### src/rtl/riscv_pkg.sv
// Shared execute/memory definitions: flag bit positions, branch funct3 codes,
// FIFO occupancy states and the buffered entry layout.
package riscv_pkg;

  localparam int XLEN = 32;

  localparam int FLAG_N = 3;
  localparam int FLAG_Z = 2;
  localparam int FLAG_C = 1;
  localparam int FLAG_V = 0;

  localparam logic [2:0] F3_BEQ  = 3'b000;
  localparam logic [2:0] F3_BNE  = 3'b001;
  localparam logic [2:0] F3_BLT  = 3'b100;
  localparam logic [2:0] F3_BGE  = 3'b101;
  localparam logic [2:0] F3_BLTU = 3'b110;
  localparam logic [2:0] F3_BGEU = 3'b111;

  typedef enum logic [1:0] {
    ST_EMPTY = 2'd0,
    ST_ONE   = 2'd1,
    ST_FULL  = 2'd2
  } occ_state_e;

  // Everything an entry carries besides its result word.
  typedef struct packed {
    logic [4:0] rd;
    logic       wr_en;
    logic [3:0] flags;
  } ex_meta_t;

  typedef struct packed {
    logic [XLEN-1:0] result;
    logic [4:0]      rd;
    logic            wr_en;
    logic [3:0]      flags;
  } ex_entry_t;

endpackage

### src/rtl/branch_cond.sv
// Branch decision from compare-subtract flags; C = 1 means no borrow.
module branch_cond
  import riscv_pkg::*;
(
  input  logic [3:0] flags,
  input  logic [2:0] br_op,
  output logic       taken
);

  logic n_f, z_f, c_f, v_f;

  assign n_f = flags[FLAG_N];
  assign z_f = flags[FLAG_Z];
  assign c_f = flags[FLAG_C];
  assign v_f = flags[FLAG_V];

  always_comb begin
    taken = 1'b0;
    case (br_op)
      F3_BEQ:  taken = z_f;
      F3_BNE:  taken = !z_f;
      F3_BLT:  taken = n_f ^ v_f;
      F3_BGE:  taken = !(n_f ^ v_f);
      F3_BLTU: taken = !c_f;
      F3_BGEU: taken = c_f;
      default: taken = 1'b0;
    endcase
  end

endmodule

### src/rtl/ex_mem_stage.sv
// EX/MEM boundary: 2-deep in-order skid FIFO with branch redirect generation
// and a saturating taken-branch counter.
module ex_mem_stage
  import riscv_pkg::*;
#(
  parameter int A_WIDTH = 32
) (
  input  logic               clk,
  input  logic               rst_n,
  input  logic               in_valid,
  output logic               in_ready,
  input  logic [A_WIDTH-1:0] alu_result,
  input  logic [3:0]         alu_flags,
  input  logic [4:0]         rd,
  input  logic               wr_en,
  input  logic               is_branch,
  input  logic [2:0]         br_op,
  input  logic [A_WIDTH-1:0] br_target,
  input  logic               flush,
  output logic               out_valid,
  input  logic               out_ready,
  output logic [A_WIDTH-1:0] out_result,
  output logic [4:0]         out_rd,
  output logic               out_wr_en,
  output logic [3:0]         out_flags,
  output logic               redirect_valid,
  output logic [A_WIDTH-1:0] redirect_pc,
  output logic [15:0]        taken_cnt
);

  occ_state_e         state_q, state_d;
  logic               rd_ptr_q, rd_ptr_d;
  logic               wr_ptr_q, wr_ptr_d;
  logic [A_WIDTH-1:0] res_q [2];
  logic [A_WIDTH-1:0] res_d [2];
  ex_meta_t           meta_q [2];
  ex_meta_t           meta_d [2];
  logic               redirect_valid_q, redirect_valid_d;
  logic [A_WIDTH-1:0] redirect_pc_q, redirect_pc_d;
  logic [15:0]        taken_cnt_q, taken_cnt_d;

  logic push, pop, br_taken, taken_push;

  branch_cond u_branch_cond (
    .flags (alu_flags),
    .br_op (br_op),
    .taken (br_taken)
  );

  // Handshake sides depend only on registered occupancy.
  assign in_ready  = (state_q != ST_FULL);
  assign out_valid = (state_q != ST_EMPTY);

  assign push       = in_valid && in_ready && !flush;
  assign pop        = out_valid && out_ready && !flush;
  assign taken_push = push && is_branch && br_taken;

  always_comb begin
    state_d          = state_q;
    rd_ptr_d         = rd_ptr_q;
    wr_ptr_d         = wr_ptr_q;
    res_d            = res_q;
    meta_d           = meta_q;
    redirect_valid_d = taken_push;
    redirect_pc_d    = taken_push ? br_target : redirect_pc_q;
    taken_cnt_d      = (taken_push && (taken_cnt_q != 16'hFFFF)) ? taken_cnt_q + 16'd1
                                                                  : taken_cnt_q;
    if (flush) begin
      state_d  = ST_EMPTY;
      rd_ptr_d = 1'b0;
      wr_ptr_d = 1'b0;
    end else begin
      if (push) begin
        res_d[wr_ptr_q]        = alu_result;
        meta_d[wr_ptr_q].rd    = rd;
        meta_d[wr_ptr_q].wr_en = wr_en && (rd != 5'd0) && !is_branch;
        meta_d[wr_ptr_q].flags = alu_flags;
        wr_ptr_d               = !wr_ptr_q;
      end
      if (pop) rd_ptr_d = !rd_ptr_q;
      case (state_q)
        ST_EMPTY: if (push) state_d = ST_ONE;
        ST_ONE:   if (push && !pop) state_d = ST_FULL;
                  else if (pop && !push) state_d = ST_EMPTY;
        ST_FULL:  if (pop) state_d = ST_ONE;
        default:  state_d = ST_EMPTY;
      endcase
    end
  end

  always_ff @(posedge clk or negedge rst_n) begin
    if (!rst_n) begin
      state_q          <= ST_EMPTY;
      rd_ptr_q         <= 1'b0;
      wr_ptr_q         <= 1'b0;
      for (int i = 0; i < 2; i++) begin
        res_q[i]  <= '0;
        meta_q[i] <= '0;
      end
      redirect_valid_q <= 1'b0;
      redirect_pc_q    <= '0;
      taken_cnt_q      <= '0;
    end else begin
      state_q          <= state_d;
      rd_ptr_q         <= rd_ptr_d;
      wr_ptr_q         <= wr_ptr_d;
      for (int i = 0; i < 2; i++) begin
        res_q[i]  <= res_d[i];
        meta_q[i] <= meta_d[i];
      end
      redirect_valid_q <= redirect_valid_d;
      redirect_pc_q    <= redirect_pc_d;
      taken_cnt_q      <= taken_cnt_d;
    end
  end

  assign out_result     = res_q[rd_ptr_q];
  assign out_rd         = meta_q[rd_ptr_q].rd;
  assign out_wr_en      = meta_q[rd_ptr_q].wr_en;
  assign out_flags      = meta_q[rd_ptr_q].flags;
  assign redirect_valid = redirect_valid_q;
  assign redirect_pc    = redirect_pc_q;
  assign taken_cnt      = taken_cnt_q;

endmodule

### config.mk
export PLATFORM = sky130hd
export DESIGN_NAME = ex_mem_stage
export DESIGN_NICKNAME = d
export VERILOG_FILES = /design/src/rtl/riscv_pkg.sv /design/src/rtl/branch_cond.sv /design/src/rtl/ex_mem_stage.sv
export SDC_FILE = /design/constraint.sdc
export NUM_CORES = 1
export LEC_CHECK = 0
export ABC_AREA = 1
export ABC_CLOCK_PERIOD_IN_PS = 2400
export CORE_MARGIN = 5
export CORE_UTILIZATION = 30
export CTS_BUF_LIST = sky130_fd_sc_hd__clkbuf_4
export CTS_CLUSTER_DIAMETER = 50
export DETAILED_ROUTE_END_ITERATION = 8
export HOLD_SLACK_MARGIN = 0.05
export PLACE_DENSITY = 0.51
export SLEW_MARGIN = 20
export SYNTH_ARGS = -nofsm -noshare
export SYNTH_HDL_FRONTEND = slang
export SYNTH_HIERARCHICAL = 1
export SYNTH_SLANG_ARGS = --single-unit
### constraint.sdc
create_clock -name clk -period 2.4 [get_ports clk]
set_input_delay 0.36 -clock clk [delete_from_list [all_inputs] [get_ports clk]]
set_output_delay 0.36 -clock clk [all_outputs]
set_load 0.02 [all_outputs]
==> results of run 1 <==
## worst reg2reg max path, cell delays in order, from the launching register on
cell and delay (ps):
dfrtp_1 480, ha_1 300, nand3_1 170, inv_1 100
nand2_1 80, nor2_1 200, nor2_2 100, buf_4 170
nand2_1 50, o21ai_0 70
## through the flow
stage	utilization	instances	TNS, ps
floorplan	-	709	0
global placement	0.408	1138	0
detailed placement	0.408	1138	0
CTS	0.421	1174	-70.4
global route	0.421	1176	0
finish	0.421	1176	0
## cells in the final DEF, fill, tap and decap left out, drive strengths merged, types with 9 or more instances in the layout
cell type,n
o21ai,95
nand3,12
dlygate4sd2,28
mux2,42
nor2,23
nand4,9
inv,74
nand2,274
dfrtp,137
clkbuf,20
buf,31
clkdlybuf4s50,132
## repair_timing
item | CTS | global route
setup buffers | 2 | 0
hold buffers | 1 | 0
cloned | 1 | 0
setup endpoints to repair | 38 | 1
resized for setup | 82 | 1
hold endpoints to repair | 47 | 0
## cells by family after synthesis
family          Yosys count  share of synthesized area
compound gates           97                     0.0802
mux                      42                     0.0763
simple gates            324                      0.208
fa+ha+maj                 2                    0.00404
xor+xnor                  5                    0.00707
flops                   137                      0.553
buf+inv                 102                     0.0707
## state kept, by name, indices dropped and copies added (netlist names)
name            cells
taken_cnt          16
meta_q             20
redirect_valid      1
redirect_pc        32
state_q             2
res_q              64
rd_ptr_q            1
wr_ptr_q            1
## cell type report
cell class,count,area share
antenna,2,0.000586
clock buffer,19,0.0167
clock inverter,13,0.0170
inverter,71,0.0312
multi-input combinational,470,0.273
sequential,137,0.402
tap,270,0.0396
timing repair buffer,194,0.220
## routing by layer
| metal | vias up | GRT usage | part of all wire |
|---|---|---|---|
| met5 | - | 0 | 0 |
| met3 | 8 | 0.0483 | 0.063 |
| li1 | 2606 | - | - |
| met2 | 122 | 0.218 | 0.45 |
| met4 | 0 | 0.0362 | 0.0082 |
| met1 | 2316 | 0.197 | 0.48 |
## final timing paths
path | startpoint | endpoint | slack (ps) | cells after the start
setup / recovery | rd_ptr_q | out_result[4] | 160 | 4
hold / removal | rst_n | taken_cnt[10] | 350 | 2
setup reg to reg | taken_cnt[0] | taken_cnt[8] | 570 | 9
hold reg to reg | redirect_pc[28] | redirect_pc[28] | 490 | 2
max in group asynchronous | rst_n | res_q[20] | 1440 | 3
min in group clk | br_target[3] | redirect_pc[3] | 360 | 3
## cell usage after synthesis (all sizes together)
master	number	area (sq um)
nand2	274	1040
dfrtp	137	3430
o21ai	95	475
inv	71	267
mux2	42	473
nor2	23	91.3
buf	22	138
nand3	12	60.1
clkbuf	9	33.8
nand4	9	56.3
xor2	5	43.8
nand3b	4	33.8
a21oi	2	21.3
ha	2	25.0
nor3	1	5.00
or2	1	6.26
## power by group through the flow
stage	clock (mW)	sequential, mW	combinational (mW)
2_1_floorplan	0	3.38	1.15
3_3_place_gp	0	3.21	2.57
3_5_place_dp	0	3.22	2.57
4_1_cts	1.64	3.17	2.47
5_1_grt	1.76	3.24	2.66
6_report	1.57	3.17	2.41
==> out/metrics.cfg, run 1 <==
[synth]
ys_seq_area_frac = 0.553
syn_inst = 709
syn-num-nets = 794
avgSynthCellArea_sq_um = 8.74
yosysWarnings = 6
synth_seq_cells = 137
synth.distinct_cells = 24
synthesis.area_sq_um = 6200

[global_routing]
grt_max_degree = 61
grt_pass1_vias = 5178
grt_pass1_wl_um = 27600
gr-usage-all-layers = 0.143
grt_overflow = 0
antenna_found_initial = 1

[detailed_routing]
wl_um = 16500
drt_iter0_drc = 234
detail_route.vias_per_cell = 4.30
drc = 0
postRouteAntennaNets = 0
dr.pass1.iters = 5
post_drt_wl_per_cell_um = 14.1
route.vias.total = 5052

[power]
clockPowerShare = 0.219
power.internal_mw = 4.62
pwr-share-comb = 0.337
p_per_area_nw_per_um2 = 837
netSwitchingFraction = 0.353
irDropWorstVdd_mv = 0.309
p_leak_nw = 4.20
p_sw_mw = 2.52
totalPowerFinal_mw = 7.14
p_seq_frac = 0.444

[placed_design]
place_congestion = 0.760
dp_slack_ps = 183
portBuffers = 175
dp_hpwl_um = 11600
placed_area_sq_um = 8290

[cts]
cts_buffers = 17
clk_path_buf_depth = 2
cts_root_buf = clkbuf_4
cts_tree = done
clock_latency_ps = 520
h-tree-depth = 4
clkSlewWorstSetupHoldPaths_ps = 130
clkSinkCount = 137

[critical_path]
end_kind = output port
cp_max_fo = 16
path_buf_inv = 3
crit_arrival_ps = 1880
critPathTopFamily = buffers and inverters
crit_path_top_delay_cell = dfrtp_2
cp_cell_sequence = buf_4 -> bufbuf_16 -> mux2_2 -> clkbuf_2
required_ps = 2040
critPathLaunchType = flop
critPathKind = reg -> out
cp_slowest_stage_delay_ps = 430

[timing]
finalCriticalPeriod_ps = 2240
tightest_slew_ps = 500
drv_slew = 0
max_freq_mhz = 447
finalCritPeriodShare = 0.932
finalSetupViolCount = 0
grt_setup_unrepaired = false
setup_slack_ps = 164
hold_ws_ps = 352
skew_ps = 23.8
hold_viol = 0
relSlewSlack = 0.667

[hold_path]
hp-class = in -> async

[die]
io_pins = 176
die_h_um = 154
core_sq_um = 20300
die_w_um = 154
initial_utilization = 0.305
rows = 52
die_area_sq_um = 23600

[cells_and_area]
drive_above_1_share = 0.135
final_nets = 976
seqCellArea_sq_um = 3430
multi_input_area_sq_um = 2330
fill_cells = 2111
synthToLayoutAreaGrowth_pct = 37.8
final_area_sq_um = 8540

[job]
maxCapViolations = 0

[outcome]
outcome = complete, no violations

Power figures use the tool's default switching activity.
==> inputs of run 2 (changes only) <==
--- a/config.mk
+++ b/config.mk
@@ -6,7 +6,7 @@
 export NUM_CORES = 1
 export LEC_CHECK = 0
 export ABC_AREA = 1
-export ABC_CLOCK_PERIOD_IN_PS = 2400
+export ABC_CLOCK_PERIOD_IN_PS = 2800
 export CORE_MARGIN = 5
 export CORE_UTILIZATION = 30
 export CTS_BUF_LIST = sky130_fd_sc_hd__clkbuf_4
==> constraint.sdc (replaced) <==
create_clock -name clk -period 2.8 [get_ports clk]
set_input_delay 0.42 -clock clk [delete_from_list [all_inputs] [get_ports clk]]
set_output_delay 0.42 -clock clk [all_outputs]
set_load 0.02 [all_outputs]
==> run 2 against run 1 <==
Net effect: core utilization up 0.49 points; count of clock-buffer cells in the layout down 1; first-iteration DRC count down 15%; global-route usage down 0.21 points; sequential cell count unchanged; via count down 0.12%; clock power down 4%.
==> out/metrics.cfg, run 2 (synthesis gave the netlist of run 1 again) <==
[detailed_routing]
route.vias.total = 5046  ; -0.12%
drt_iter0_drc = 200  ; -15%
dr.pass1.iters = 4  ; -1
post_drt_wl_per_cell_um = 14.0  ; -0.75%
postRouteAntennaNets = 0  ; unchanged
drc = 0  ; unchanged
wl_um = 16300  ; -1.3%
detail_route.vias_per_cell = 4.31  ; +0.39%

[job]
maxCapViolations = 0  ; unchanged

[cts]
cts_root_buf = clkbuf_4
clock_latency_ps = 520  ; about the same
clkSinkCount = 137  ; unchanged
clkSlewWorstSetupHoldPaths_ps = 130  ; about the same
h-tree-depth = 4  ; unchanged
cts_buffers = 17  ; unchanged
ctsResizeCount = 0  ; -100%
clk_path_buf_depth = 2  ; unchanged
cts_tree = done

[timing]
tightest_slew_ps = 517  ; +17.0 ps
hold_ws_ps = 395  ; +43.5 ps
fin_tns_setup_ps = 0  ; unchanged
relSlewSlack = 0.654  ; -0.0126
finalCritPeriodShare = 0.890
max_freq_mhz = 401
finalCriticalPeriod_ps = 2490
grt_setup_unrepaired = false
skew_ps = 26.4  ; +2.62 ps
hold_viol = 0  ; unchanged
drv_slew = 0  ; unchanged
finalSetupViolCount = 0  ; unchanged
setup_slack_ps = 308  ; +143 ps

[critical_path]
crit_arrival_ps = 2070  ; +190 ps
critPathKind = reg -> out
crit_path_top_delay_cell = clkdlybuf4s50_1
end_kind = output port
required_ps = 2380  ; +340 ps
cp_max_fo = 12  ; -4
critPathTopFamily = buffers and inverters
cp_cell_sequence = buf_4 -> mux2_2 -> clkdlybuf4s50_1
critPathLaunchType = flop
path_buf_inv = 2  ; -1
cp_slowest_stage_delay_ps = 550  ; +120 ps

[power]
p_per_area_nw_per_um2 = 741  ; -11%
p_leak_nw = 4.11  ; -2.1%
irDropWorstVdd_mv = 0.412  ; +33%

[cells_and_area]
seqCellArea_sq_um = 3430  ; unchanged
multi_input_area_sq_um = 2330  ; unchanged
final_util = 0.425  ; +0.00493
largest-register = res_q
mostFrequentLayoutCells = nand2_1 (270), clkdlybuf4s50_1 (174), dfrtp_1 (136)
final_nets = 972  ; -0.41%
drive_above_1_share = 0.115  ; -0.0204
fill_cells = 2062  ; -2.3%
largest_reg_flops = 64  ; unchanged
synthToLayoutAreaGrowth_pct = 39.4
layout_commonest_cell = nand2_1

[die]
rows = 52  ; unchanged
die_h_um = 154  ; unchanged
core_sq_um = 20300  ; unchanged
io_pins = 176  ; unchanged
die_area_sq_um = 23600  ; unchanged
initial_utilization = 0.305  ; unchanged
die_w_um = 154  ; unchanged

[global_routing]
grt_overflow = 0  ; unchanged
gr-usage-all-layers = 0.141  ; -0.00207
antenna_found_initial = 1  ; unchanged
grt_pass1_wl_um = 27200  ; -1.5%
grt_max_degree = 61  ; unchanged
grt_pass1_vias = 5179  ; +0.019%

[placed_design]
dp_slack_ps = 455  ; +272 ps
dp_hpwl_um = 11600  ; +0.17%
portBuffers = 175  ; unchanged
place_congestion = 0.749  ; -1.4%

[outcome]
outcome = complete, no violations

[hold_path]
hp-class = in -> async

[run 2: cell count changes in the layout (fill, tap and decap cells not counted), sizes merged]
| cell | change |
|---|---|
| clkinv | -2 |
| dlygate4sd2 | -28 |
| bufinv | +2 |
| inv | +1 |
| diode | -1 |
| clkbuf | -2 |
| bufbuf | -1 |
| buf | -16 |
| clkinvlp | -1 |
| clkdlybuf4s50 | +42 |
[run 2: routing by layer]
metal | track usage | up-vias | part of all wire
met4 | 0.0278 | 0 | 0.0064
met2 | 0.217 | 124 | 0.45
met3 | 0.0512 | 8 | 0.067
li1 | - | 2599 | -
met1 | 0.193 | 2315 | 0.48
met5 | 0 | - | 0
[run 2: path summary, 6_finish.rpt]
kind	startpoint	endpoint	slack, ps	depth (start not counted)
max in group asynchronous	rst_n	res_q[57]	1590	3
min reg2reg	res_q[15]	res_q[15]	490	2
min in group clk	br_target[4]	redirect_pc[4]	430	3
max	rd_ptr_q	out_result[24]	310	3
min	rst_n	taken_cnt[10]	400	2
max reg2reg	taken_cnt[0]	taken_cnt[14]	890	10
[run 2: area by class of cell]
type                       count  area share
sequential                   137       0.397
timing repair buffer         190       0.225
clock inverter                13      0.0223
inverter                      71      0.0309
multi-input combinational    470       0.270
tap                          270      0.0391
clock buffer                  18      0.0156
antenna                        1    0.000290
[run 2: worst register-to-register path, cell delays in order, from the launching register on]
cell and delay, ps:
dfrtp_1 460, ha_1 280, nand3_1 150, inv_1 100
nand2_1 80, nor2_1 220, nor2_2 40, buf_4 200
inv_2 180, nand2_1 70, nand2_1 60
[run 2: power by group]
group / switching (mW) / total (mW) / internal [mW] / leakage (nW)
Sequential: 0.279 / 2.71 / 2.43 / 1.73
Combinational: 1.10 / 2.18 / 1.08 / 2.21
Clock: 0.782 / 1.51 / 0.727 / 0.170
Total: 2.16 / 6.40 / 4.24 / 4.11
[run 2: per-stage QoR]
stage	power [mW]	cells	instance area [sq um]
after CTS	6.51	1169	8630
final	6.40	1170	8640
after global placement	4.95	1137	8300
after detailed placement	4.96	1137	8300
after floorplan	3.89	709	6200
after global routing	6.83	1170	8640
[run 2: timing repair]
item | 4_1_cts | 5_1_grt
setup buffers | 0 | 0
endpoints found under the hold margin | 44 | 0
hold buffers | 1 | 0
